--- config.mk ---
export PLATFORM = sky130hd
export DESIGN_NAME = span_margin_accum
export DESIGN_NICKNAME = d
export VERILOG_FILES = /design/src/rtl/span_margin_accum.sv
export SDC_FILE = /design/constraint.sdc
export NUM_CORES = 1
export LEC_CHECK = 0
export CAP_MARGIN = 5
export CORE_ASPECT_RATIO = 0.6
export CORE_MARGIN = 4
export CORE_UTILIZATION = 51
export CTS_BUF_LIST = sky130_fd_sc_hd__clkbuf_4
export DETAILED_ROUTE_END_ITERATION = 10
export GPL_ROUTABILITY_DRIVEN = 0
export MAX_ROUTING_LAYER = met4
export PLACE_DENSITY = 0.83
export SETUP_SLACK_MARGIN = 0.2
export SYNTH_ARGS = -nofsm -noshare
export SYNTH_HDL_FRONTEND = slang
export SYNTH_SLANG_ARGS = --single-unit
--- constraint.sdc ---
create_clock -name clk -period 4 [get_ports clk]
set_input_delay 1.2 -clock clk [delete_from_list [all_inputs] [get_ports clk]]
set_output_delay 1.2 -clock clk [all_outputs]
set_load 0.03 [all_outputs]
--- src/rtl/span_margin_accum.sv ---
// Portfolio margin accumulator: clamps each commodity's risk at zero, sums it with saturation, and reports the total.
// Optional macro SPAN_SOM_FLOOR_EN adds the som_floor port and applies max(acc, som_floor) to the result.
module span_margin_accum #(
  parameter int MAX_CC = 8,
  parameter int ACC_W  = 24
) (
  input  logic             clk,
  input  logic             reset,
  input  logic             in_valid,
  output logic             in_ready,
  input  logic [15:0]      in_scan_risk,
  input  logic [15:0]      in_spread_chg,
  input  logic [15:0]      in_credit,
  input  logic             in_last,
`ifdef SPAN_SOM_FLOOR_EN
  input  logic [15:0]      som_floor,
`endif
  output logic             out_valid,
  input  logic             out_ready,
  output logic [ACC_W-1:0] out_margin,
  output logic [3:0]       out_count,
  output logic             out_trunc
);

  localparam int DATA_W = 16;
  localparam int RISK_W = DATA_W + 1;
  localparam int SUM_W  = ((ACC_W > RISK_W) ? ACC_W : RISK_W) + 1;

  typedef enum logic [1:0] {IDLE, ACCUM, FINAL, HOLD} state_t;

  state_t              state;
  logic [3:0]          count;
  logic                trunc;
  logic [ACC_W-1:0]    acc;
  logic [RISK_W-1:0]   risk_p0;
  logic                vld_p0;
  logic                end_p0;
  logic                accept;
  logic                ends;

  function automatic logic [RISK_W-1:0] clamp_risk(input logic [DATA_W-1:0] scan,
                                                   input logic [DATA_W-1:0] spread,
                                                   input logic [DATA_W-1:0] credit);
    logic signed [DATA_W+1:0] r;
    r = $signed({2'b00, scan}) + $signed({2'b00, spread}) - $signed({2'b00, credit});
    return r[DATA_W+1] ? '0 : r[RISK_W-1:0];
  endfunction

  function automatic logic [ACC_W-1:0] sat_add(input logic [ACC_W-1:0] a,
                                               input logic [RISK_W-1:0] b);
    logic [SUM_W-1:0] s;
    s = SUM_W'(a) + SUM_W'(b);
    return (s[SUM_W-1:ACC_W] != '0) ? '1 : s[ACC_W-1:0];
  endfunction

  function automatic logic [ACC_W-1:0] apply_floor(input logic [ACC_W-1:0] a,
                                                   input logic [DATA_W-1:0] fl);
    return (SUM_W'(fl) > SUM_W'(a)) ? ACC_W'(fl) : a;
  endfunction

  assign accept = in_valid && in_ready;
  assign ends   = in_last || ((count + 4'd1) == 4'(MAX_CC));

  always_ff @(posedge clk) begin
    if (!reset) begin
      state      <= IDLE;
      in_ready   <= 1'b0;
      count      <= '0;
      trunc      <= 1'b0;
      acc        <= '0;
      risk_p0    <= '0;
      vld_p0     <= 1'b0;
      end_p0     <= 1'b0;
      out_valid  <= 1'b0;
      out_margin <= '0;
      out_count  <= '0;
      out_trunc  <= 1'b0;
    end else begin
      // p0: clamp the accepted beat; in_ready drops the moment the portfolio closes
      vld_p0 <= accept;
      if (accept) begin
        risk_p0 <= clamp_risk(in_scan_risk, in_spread_chg, in_credit);
        end_p0  <= ends;
        count   <= count + 4'd1;
        if (ends) begin
          in_ready <= 1'b0;
          trunc    <= !in_last;
        end
      end
      // p1: fold the clamped risk into the saturating accumulator
      if (vld_p0)
        acc <= sat_add(acc, risk_p0);

      case (state)
        IDLE: begin
          in_ready <= !(accept && ends);
          if (accept)
            state <= ACCUM;
        end
        ACCUM: begin
          if (vld_p0 && end_p0)
            state <= FINAL;
        end
        FINAL: begin
`ifdef SPAN_SOM_FLOOR_EN
          out_margin <= apply_floor(acc, som_floor);
`else
          out_margin <= acc;
`endif
          out_count <= count;
          out_trunc <= trunc;
          out_valid <= 1'b1;
          state     <= HOLD;
        end
        HOLD: begin
          if (out_ready) begin
            out_valid <= 1'b0;
            in_ready  <= 1'b1;
            acc       <= '0;
            count     <= '0;
            trunc     <= 1'b0;
            state     <= IDLE;
          end
        end
        default: state <= IDLE;
      endcase
    end
  end

`ifndef SPAN_SOM_FLOOR_EN
  logic unused_floor_fn;
  assign unused_floor_fn = ^apply_floor('0, '0);
`endif

endmodule

==> results.toml, run 1 <==
[worst_setup_path]
worstSetupPathType = "input pin to flop"
arrival_ps = 4080
critPathTopFamily = "adder cells"
end_kind = "flop"
crit_chain = "clkdlybuf4s50_1 > inv_1 > fa_1 > inv_1 > ha_1 > and2_1 > and4_1 > o21ai_2 > buf_4 > nand4b_1 > a31oi_2 > o21ai_1 > and2_4 > o31ai_4"
cp_max_fo = 3
path_buf_inv = 4
start_kind = "input pin"
cp.required_ps = 4370
cp_slowest_cell = "fa_1"
cp_common_cell = "inv_1"
critPathMaxStageDelay_ps = 530

[cells_and_area]
nets = 803
diodes = 0
fillers = 806
area_growth_pct = 25.7
final_area_um2 = 6580
fin_util = 0.663
drive_above_1_share = 0.116

[logic_synthesis]
synthAdderAreaFrac = 0.158
synth-xor-area-share = 0.0603
synth_edf_count = 0
synthTopCellsByArea = "dfxtp_1, ha_1, fa_1"
ys.flop_type = "dfxtp_1"
ys_async_sr_fraction = 0
synth_top_area_share = 0.310
yosys.area.top_type = "dfxtp_1"
syn_area_um2 = 5230
ys_seq_elements = 81
netlist-cell-type-count = 66
synthTopCellsByCount = "dfxtp_1, inv_1, nor2b_1"
synth-compound-area-share = 0.187
synth-simple-area-share = 0.160
synth_most_common_cell = "dfxtp_1"
syn_inst = 590
synth_top_family_by_area = "compound AO/OA/AOI/OAI gates"
synth_fp_nets = 699
syn_area_per_cell_um2 = 8.87
seq_area_frac_synth = 0.310
yosysWarnings = 0
synthMuxAreaShare = 0.0612

[timing]
period_minus_slack_ps = 3710
rsz0062_at_grt = "no"
fin_crit_sh = 0.927
finalClockSkew_ps = 9.25
max_slew_margin = 0.217
max_freq_mhz = 270
hold_viol = 0
report.final.slew_viol_count = 0
tightest_slew_ps = 1170
finalSetupViolCount = 0

[grt]
grt_antenna_before_repair = 0
grt_overflow = 0
grt_pass1_vias = 4413
grtUsageTotal = 0.209
grt_pass1_wl_um = 20200
grt_max_degree = 35

[detailed_routing]
postRouteAntennaNets = 0
dr.pass1.iters = 5
via_per_inst = 5.36
routed_wl_um = 12200
dr_total_vias = 4464
wl_per_cell_um = 14.7
drc_errors = 0
drt-initial-drc-count = 228

[floorplanning]
rows = 28
die_width_um = 139
die_h_um = 86.5
coreArea_um2 = 9910
start_util = 0.528
floorplan.die_area_um2 = 12000
ios = 84

[clock_network]
htreeDepth = 3
numCtsBuffers = 9
clock_latency_ps = 440
root_buffer = "clkbuf_4"
clk_pin_slew_worst_paths_ps = 120
clockBufferDepth = 2
cts.sinks = 81
cts_tree = "yes"

[hold_path]
hold_class = "flop to flop"

[run]
drv_cap = 0

[power]
ir_drop_mv = 0.178
pwr_density_cell_nw_per_um2 = 365
totalPowerFinal_w = 0.00240
leakage_nw = 2.73

[status]
status = "finished, final reports clean"

[placed_design]
place_area_um2 = 6360
io_buffers = 83
dpl.hpwl_um = 9570
==> metrics by stage <==
| stage | hold slack (ps) | setup TNS, ps | std cells | worst slack, ps |
|---|---|---|---|---|
| 3_5_place_dp | 457 | -4970 | 816 | -365 |
| 2_1_floorplan | 429 | 0 | 590 | 286 |
| 6_report | 483 | 0 | 833 | 293 |
| 4_1_cts | 487 | 0 | 833 | 210 |
| 5_1_grt | 520 | 0 | 833 | 201 |
| 3_3_place_gp | 445 | -2960 | 816 | -229 |
==> repair_timing <==
| item | in CTS | in global routing |
|---|---|---|
| gates resized for setup | 11 | 11 |
| setup endpoints to repair | 11 | 14 |
| setup buffers | 2 | 0 |
| pin swaps | 10 | 11 |
| hold buffers | 0 | 0 |
==> final timing paths <==
path                      from                       end  slack, ps  depth (start not counted)
max reg2reg  acc[0]$_SDFF_PN0_        acc[13]$_SDFF_PN0_        920                          9
min           trunc$_SDFF_PN0_          trunc$_SDFF_PN0_        480                          2
max            in_scan_risk[6]  risk_p0[16]$_SDFFE_PN0P_        290                         14
min reg2reg   trunc$_SDFF_PN0_          trunc$_SDFF_PN0_        480                          2
==> state kept, by name (all words and copies together), names as in the netlist, 2 cells and up <==
signal      cells
acc            24
count           4
out_count       4
out_margin     24
risk_p0        17
state           2
==> logic make-up after synthesis <==
group                      count (synthesis)
DFF                                       81
buffers and inverters                     87
muxes                                     32
adders and majority gates                 56
xor gates and xnor gates                  36
AOI/OAI and AO/OA                        138
and+or+nand+nor                          160
==> placed cells by master (no fill, tap or decap), types with 3 or more instances in the layout <==
cell type,count
dfxtp_1,81
clkdlybuf4s50_1,80
inv_1,64
nor2b_1,40
nand2_1,38
nor2_1,38
ha_1,35
o21ai_0,33
mux2i_1,32
buf_4,26
a21oi_1,25
xnor2_1,20
fa_1,17
xor2_1,16
a21o_1,12
a31oi_1,11
clkbuf_4,11
and2_1,9
nand3_1,7
o22ai_1,7
inv_2,6
o21ai_1,5
a22oi_1,5
o31ai_1,4
o21a_1,4
nor3_1,4
ha_4,4
a22o_1,3
clkinv_2,3
==> per-layer routing <==
| metal | vias to the layer above | track usage | part of all wire |
|---|---|---|---|
| met3 | 31 | 0.0551 | 0.056 |
| met2 | 129 | 0.340 | 0.47 |
| li1 | 2214 | - | - |
| met1 | 2090 | 0.259 | 0.45 |
| met5 | - | - | 0 |
| met4 | 0 | 0.0613 | 0.018 |
==> layout make-up <==
class	count	area [um2]	share of cell area
inverters	70	263	0.0400
flip-flops and latches	81	1620	0.247
clock buffers	11	82.6	0.0126
repair buffers	110	1050	0.159
multi-input cells	422	3350	0.509
well taps	135	169	0.0257
clock inverters	4	45.0	0.00685
==> report_power, final <==
group	switching [W]	leakage, nW	internal [W]
clock	0.000265	0.0765	0.000198
combinational	0.000509	2.00	0.000473
sequential	0.0000766	0.656	0.000880
total	0.000851	2.73	0.00155
==> tightest hold or removal path, delay by kind of cell, from the launching register on <==
kind	cells	cell delay, ps
flip-flops	1	330
AO/OA/AOI/OAI	1	60
buffers and inverters	1	50
Note: power is estimated with default switching activity, not from simulation.
==> run 2: changes to the inputs <==
Settings changed: HOLD_SLACK_MARGIN set to 0.08, SETUP_SLACK_MARGIN 0.2 to not set.
==> results.toml, run 2 (synthesis gave the netlist of run 1 again) <==
[floorplanning]
ios = 84
coreArea_um2 = 9910
die_width_um = 139
rows = 28
start_util = 0.528
die_h_um = 86.5
floorplan.die_area_um2 = 12000

[cells_and_area]
nets = 799
multi_input_area_um2 = 3280
fillers = 802
layout.cells.non_filler = 830
register_area_um2 = 1620
fin_util = 0.655
layout_commonest_cell = "clkdlybuf4s50_1"
area_growth_pct = 24.1
drive_above_1_share = 0.0892
reg_top3 = "acc (24), out_margin (24), risk_p0 (17)"
diodes = 0
mostFrequentLayoutCells = "clkdlybuf4s50_1, dfxtp_1, inv_1, nor2b_1"

[detailed_routing]
wl_met3_um = 600
dr_total_vias = 4382
postRouteAntennaNets = 0
m1WireLength_um = 5620
via_per_inst = 5.28
top_layer = "met4"
wl_per_cell_um = 14.2
drt-initial-drc-count = 241
dr.pass1.iters = 5
routed_wl_um = 11800
dr_wl_met2_um = 5390
drc_errors = 0

[hold_path]
hold_class = "flop to flop"
holdPathEnd = "risk_p0[14]$_SDFFE_PN0P_"
hold_path_depth = 2
min_from = "risk_p0[14]$_SDFFE_PN0P_"

[timing]
timing.hold.ws_ps = 483
report.final.slew_viol_count = 0
finalSetupViolCount = 0
timing.final.ws_setup_ps = 203
max_freq_mhz = 263
hold_viol = 0
rsz0062_at_grt = "no"
fin_crit_sh = 0.949
tightest_slew_ps = 1150
max_slew_margin = 0.229
period_minus_slack_ps = 3800
finalClockSkew_ps = 16.0

[clock_network]
clk_pin_slew_worst_paths_ps = 120
cts.repair.resized = 0
clockBufferDepth = 2
cts_setup_buffers = 0
htreeDepth = 3
cts_tree = "yes"
clock_latency_ps = 460
numCtsBuffers = 9
hold_buffers = 0
root_buffer = "clkbuf_4"
cts.sinks = 81

[power]
leakage_nw = 2.71
pwr_density_cell_nw_per_um2 = 375
ir_drop_mv = 0.191

[grt]
grt_max_degree = 35
grtUsageTotal = 0.211
grt_pass1_wl_um = 20200
grt_pass1_vias = 4307
grt_antenna_before_repair = 0
grt_overflow = 0

[run]
drv_cap = 0

[placed_design]
place_ws_ps = -410
dp_cells = 814
dpl.hpwl_um = 9380
io_buffers = 83

[worst_setup_path]
arrival_ps = 4160
reg2reg_to = "acc[13]$_SDFF_PN0_"
start_kind = "input pin"
cp_max_fo = 7
worstSetupPathType = "input pin to flop"
rrSetupSlack_ps = 950
r2r-start = "acc[0]$_SDFF_PN0_"
cp.required_ps = 4360
end_kind = "flop"
reg2reg_depth = 9

[status]
status = "finished, final reports clean"
## run 2: per-layer routing
metal	up-vias	GRT usage
met1	2053	0.274
met2	104	0.327
li1	2209	-
met4	0	0.0542
met3	16	0.0606
met5	-	-
## run 2: cell type report
class | instances | share of cell area
clock inverters | 6 | 0.0127
well taps | 135 | 0.0260
flip-flops and latches | 81 | 0.250
repair buffers | 106 | 0.155
inverters | 70 | 0.0405
clock buffers | 10 | 0.0116
multi-input cells | 422 | 0.505
## run 2: power breakdown
part,internal (W),switching [W]
clock network,0.000257,0.000286
logic,0.000447,0.000487
registers,0.000880,0.0000753
total,0.00158,0.000848
## run 2: critical path, stage by stage
cell and delay [ps]:
clkdlybuf4s50_1 450, inv_1 50, fa_1 550, inv_1 50
ha_1 310, a211o_1 340, a21oi_4 190, a2111oi_4 110
a2111oi_4 320, o21a_4 200, nor2_4 60, and2_4 160
a22o_1 170
## run 2: how the worst max path moves through the flow
stage / endpoint / slack [ps] / cells past startpoint / start
4_1_cts: risk_p0[9]$_SDFFE_PN0P_ / 80 / 13 / in_scan_risk[1]
6_report: risk_p0[9]$_SDFFE_PN0P_ / 200 / 13 / in_scan_risk[1]
3_3_place_gp: risk_p0[10]$_SDFFE_PN0P_ / -360 / 13 / in_scan_risk[1]
5_1_grt: risk_p0[15]$_SDFFE_PN0P_ / 80 / 13 / in_scan_risk[1]
2_1_floorplan: risk_p0[10]$_SDFFE_PN0P_ / 160 / 12 / in_scan_risk[1]
3_5_place_dp: risk_p0[9]$_SDFFE_PN0P_ / -410 / 13 / in_scan_risk[1]
## run 2: stage by stage
step / area, um2 / total power [W] / TNS, ps
5_1_grt: 6490 / 0.00260 / 0
3_5_place_dp: 6330 / 0.00190 / -5360
4_1_cts: 6490 / 0.00244 / 0
6_report: 6490 / 0.00243 / 0
2_1_floorplan: 5230 / 0.00161 / 0
3_3_place_gp: 6330 / 0.00185 / -4490
==> run 3: changes to the inputs <==
Settings changed: GPL_TIMING_DRIVEN set to 0.
==> results.toml, run 3 (synthesis gave the netlist of run 1 again) <==
[grt]
grt_pass1_vias = 4351
grt_overflow = 0
grt_pass1_wl_um = 20400
grt_antenna_before_repair = 0
grt_max_degree = 14
grtUsageTotal = 0.214

[power]
p_sw_frac = 0.365
clkPwrFrac = 0.205
power_frac_comb = 0.394
leakage_nw = 2.62
p_seq_frac = 0.401
power.internal_w = 0.00149
ir_drop_mv = 0.213
power_switching_w = 0.000858
pwr_density_cell_nw_per_um2 = 367

[floorplanning]
ios = 84
floorplan.die_area_um2 = 12000
start_util = 0.528
die_width_um = 139
die_h_um = 86.5
coreArea_um2 = 9910
rows = 28

[timing]
timing.final.ws_setup_ps = 110
finalClockSkew_ps = 18.9
report.final.slew_viol_count = 0
period_minus_slack_ps = 3890
rsz0062_at_grt = "no"
max_freq_mhz = 257
finalSetupViolCount = 0
fin_crit_sh = 0.973
max_slew_margin = 0.502
tightest_slew_ps = 748
hold_viol = 0

[placed_design]
dp_cells = 808
io_buffers = 83
dpl.hpwl_um = 9950
place_ws_ps = -543

[detailed_routing]
postRouteAntennaNets = 0
drt-initial-drc-count = 325
dr.pass1.iters = 6
via_per_inst = 5.43
drc_errors = 0
wl_per_cell_um = 14.9
dr_total_vias = 4489
routed_wl_um = 12300

[cells_and_area]
area_growth_pct = 22.4
layout_commonest_cell = "clkdlybuf4s50_1"
multi_input_area_um2 = 3300
reg_top3 = "acc (24), out_margin (24), risk_p0 (17)"
mostFrequentLayoutCells = "clkdlybuf4s50_1, dfxtp_1, inv_1, nor2b_1"
drive_above_1_share = 0.0665
diodes = 0
nets = 796
register_area_um2 = 1620
fillers = 817
layout.cells.non_filler = 827

[worst_setup_path]
cp_common_cell = "a2111oi_4"
crit_chain = "clkdlybuf4s50_1 > inv_1 > fa_2 > inv_2 > ha_4 > a211o_1 > a21oi_4 > a2111oi_4 > a2111oi_4 > o21a_4 > nor2_4 > and2_4 > a22o_1"
cp.required_ps = 4350
cp_max_fo = 7
critPathMaxStageDelay_ps = 570
arrival_ps = 4240
critPathTopFamily = "compound AO/OA/AOI/OAI gates"
path_buf_inv = 3
start_kind = "input pin"
end_kind = "flop"
worstSetupPathType = "input pin to flop"
cp_slowest_cell = "fa_2"

[hold_path]
hold_class = "flop to flop"

[clock_network]
clk_pin_slew_worst_paths_ps = 130
cts_tree = "yes"
root_buffer = "clkbuf_4"
cts.sinks = 81
htreeDepth = 3
numCtsBuffers = 9
clock_latency_ps = 450
clockBufferDepth = 2

[run]
drv_cap = 0

[status]
status = "finished, final reports clean"
run 3: changes by cell type in the layout (fill, tap and decap cells not counted), moves of 2 or more:
cell,previous run,this run
buf_1,0,3
buf_4,23,3
clkbuf_1,0,13
clkinvlp_4,0,2
o21ai_0,36,34
o21ai_1,3,5
run 3: cell type report:
cell class / count / share of cell area
Clock inverter: 6 / 0.00918
Sequential cell: 81 / 0.253
Clock buffer: 10 / 0.0117
Timing Repair Buffer: 86 / 0.133
Inverter: 70 / 0.0410
Multi-Input combinational cell: 422 / 0.514
Buffer: 17 / 0.0109
Tap cell: 135 / 0.0264
run 3: tightest hold or removal path, cell delays in order (launching register included):
cell and delay [ps]:
dfxtp_1 340, nand2_1 50, o21ai_0 60
run 3: layer usage:
metal | share of wire | track usage | wire [um] | vias to the layer above
met5 | 0 | - | 0 | -
met4 | 0.0073 | 0.0435 | 90 | 0
met3 | 0.057 | 0.0496 | 704 | 14
met2 | 0.44 | 0.328 | 5440 | 135
met1 | 0.50 | 0.295 | 6110 | 2133
li1 | - | - | - | 2207
run 3: power groups by stage:
stage | sequential, W | combinational [W] | clock (W)
floorplan | 0.000963 | 0.000650 | 0
global placement | 0.000955 | 0.000863 | 0
detailed placement | 0.000960 | 0.000896 | 0
CTS | 0.000941 | 0.000904 | 0.000485
global route | 0.000951 | 0.00102 | 0.000529
finish | 0.000943 | 0.000927 | 0.000481
run 3: per-stage QoR:
stage / setup TNS [ps] / hold WS, ps / instance area, um2 / power (W) / utilization
after CTS: 0 / 485 / 6370 / 0.00233 / 0.642
after detailed placement: -7490 / 457 / 6230 / 0.00186 / 0.629
after global placement: -6590 / 450 / 6230 / 0.00182 / 0.629
after global routing: 0 / 518 / 6410 / 0.00250 / 0.646
final: 0 / 483 / 6410 / 0.00235 / 0.646
after floorplan: 0 / 429 / 5230 / 0.00161 / -
run 3: path summary, 6_finish.rpt:
path	from	end	slack (ps)	depth (start not counted)
max	in_spread_chg[1]	risk_p0[5]$_SDFFE_PN0P_	110	13
min	risk_p0[11]$_SDFFE_PN0P_	risk_p0[11]$_SDFFE_PN0P_	480	2
min reg2reg	risk_p0[11]$_SDFFE_PN0P_	risk_p0[11]$_SDFFE_PN0P_	480	2
max reg2reg	acc[0]$_SDFF_PN0_	acc[8]$_SDFF_PN0_	920	10
run 3: repair_timing:
action,CTS,global route
setup buffers,0,3
pin swaps,1,7
resized for setup,0,6
hold endpoints to repair,0,0
endpoints found under the setup margin,4,15
hold buffers,0,0
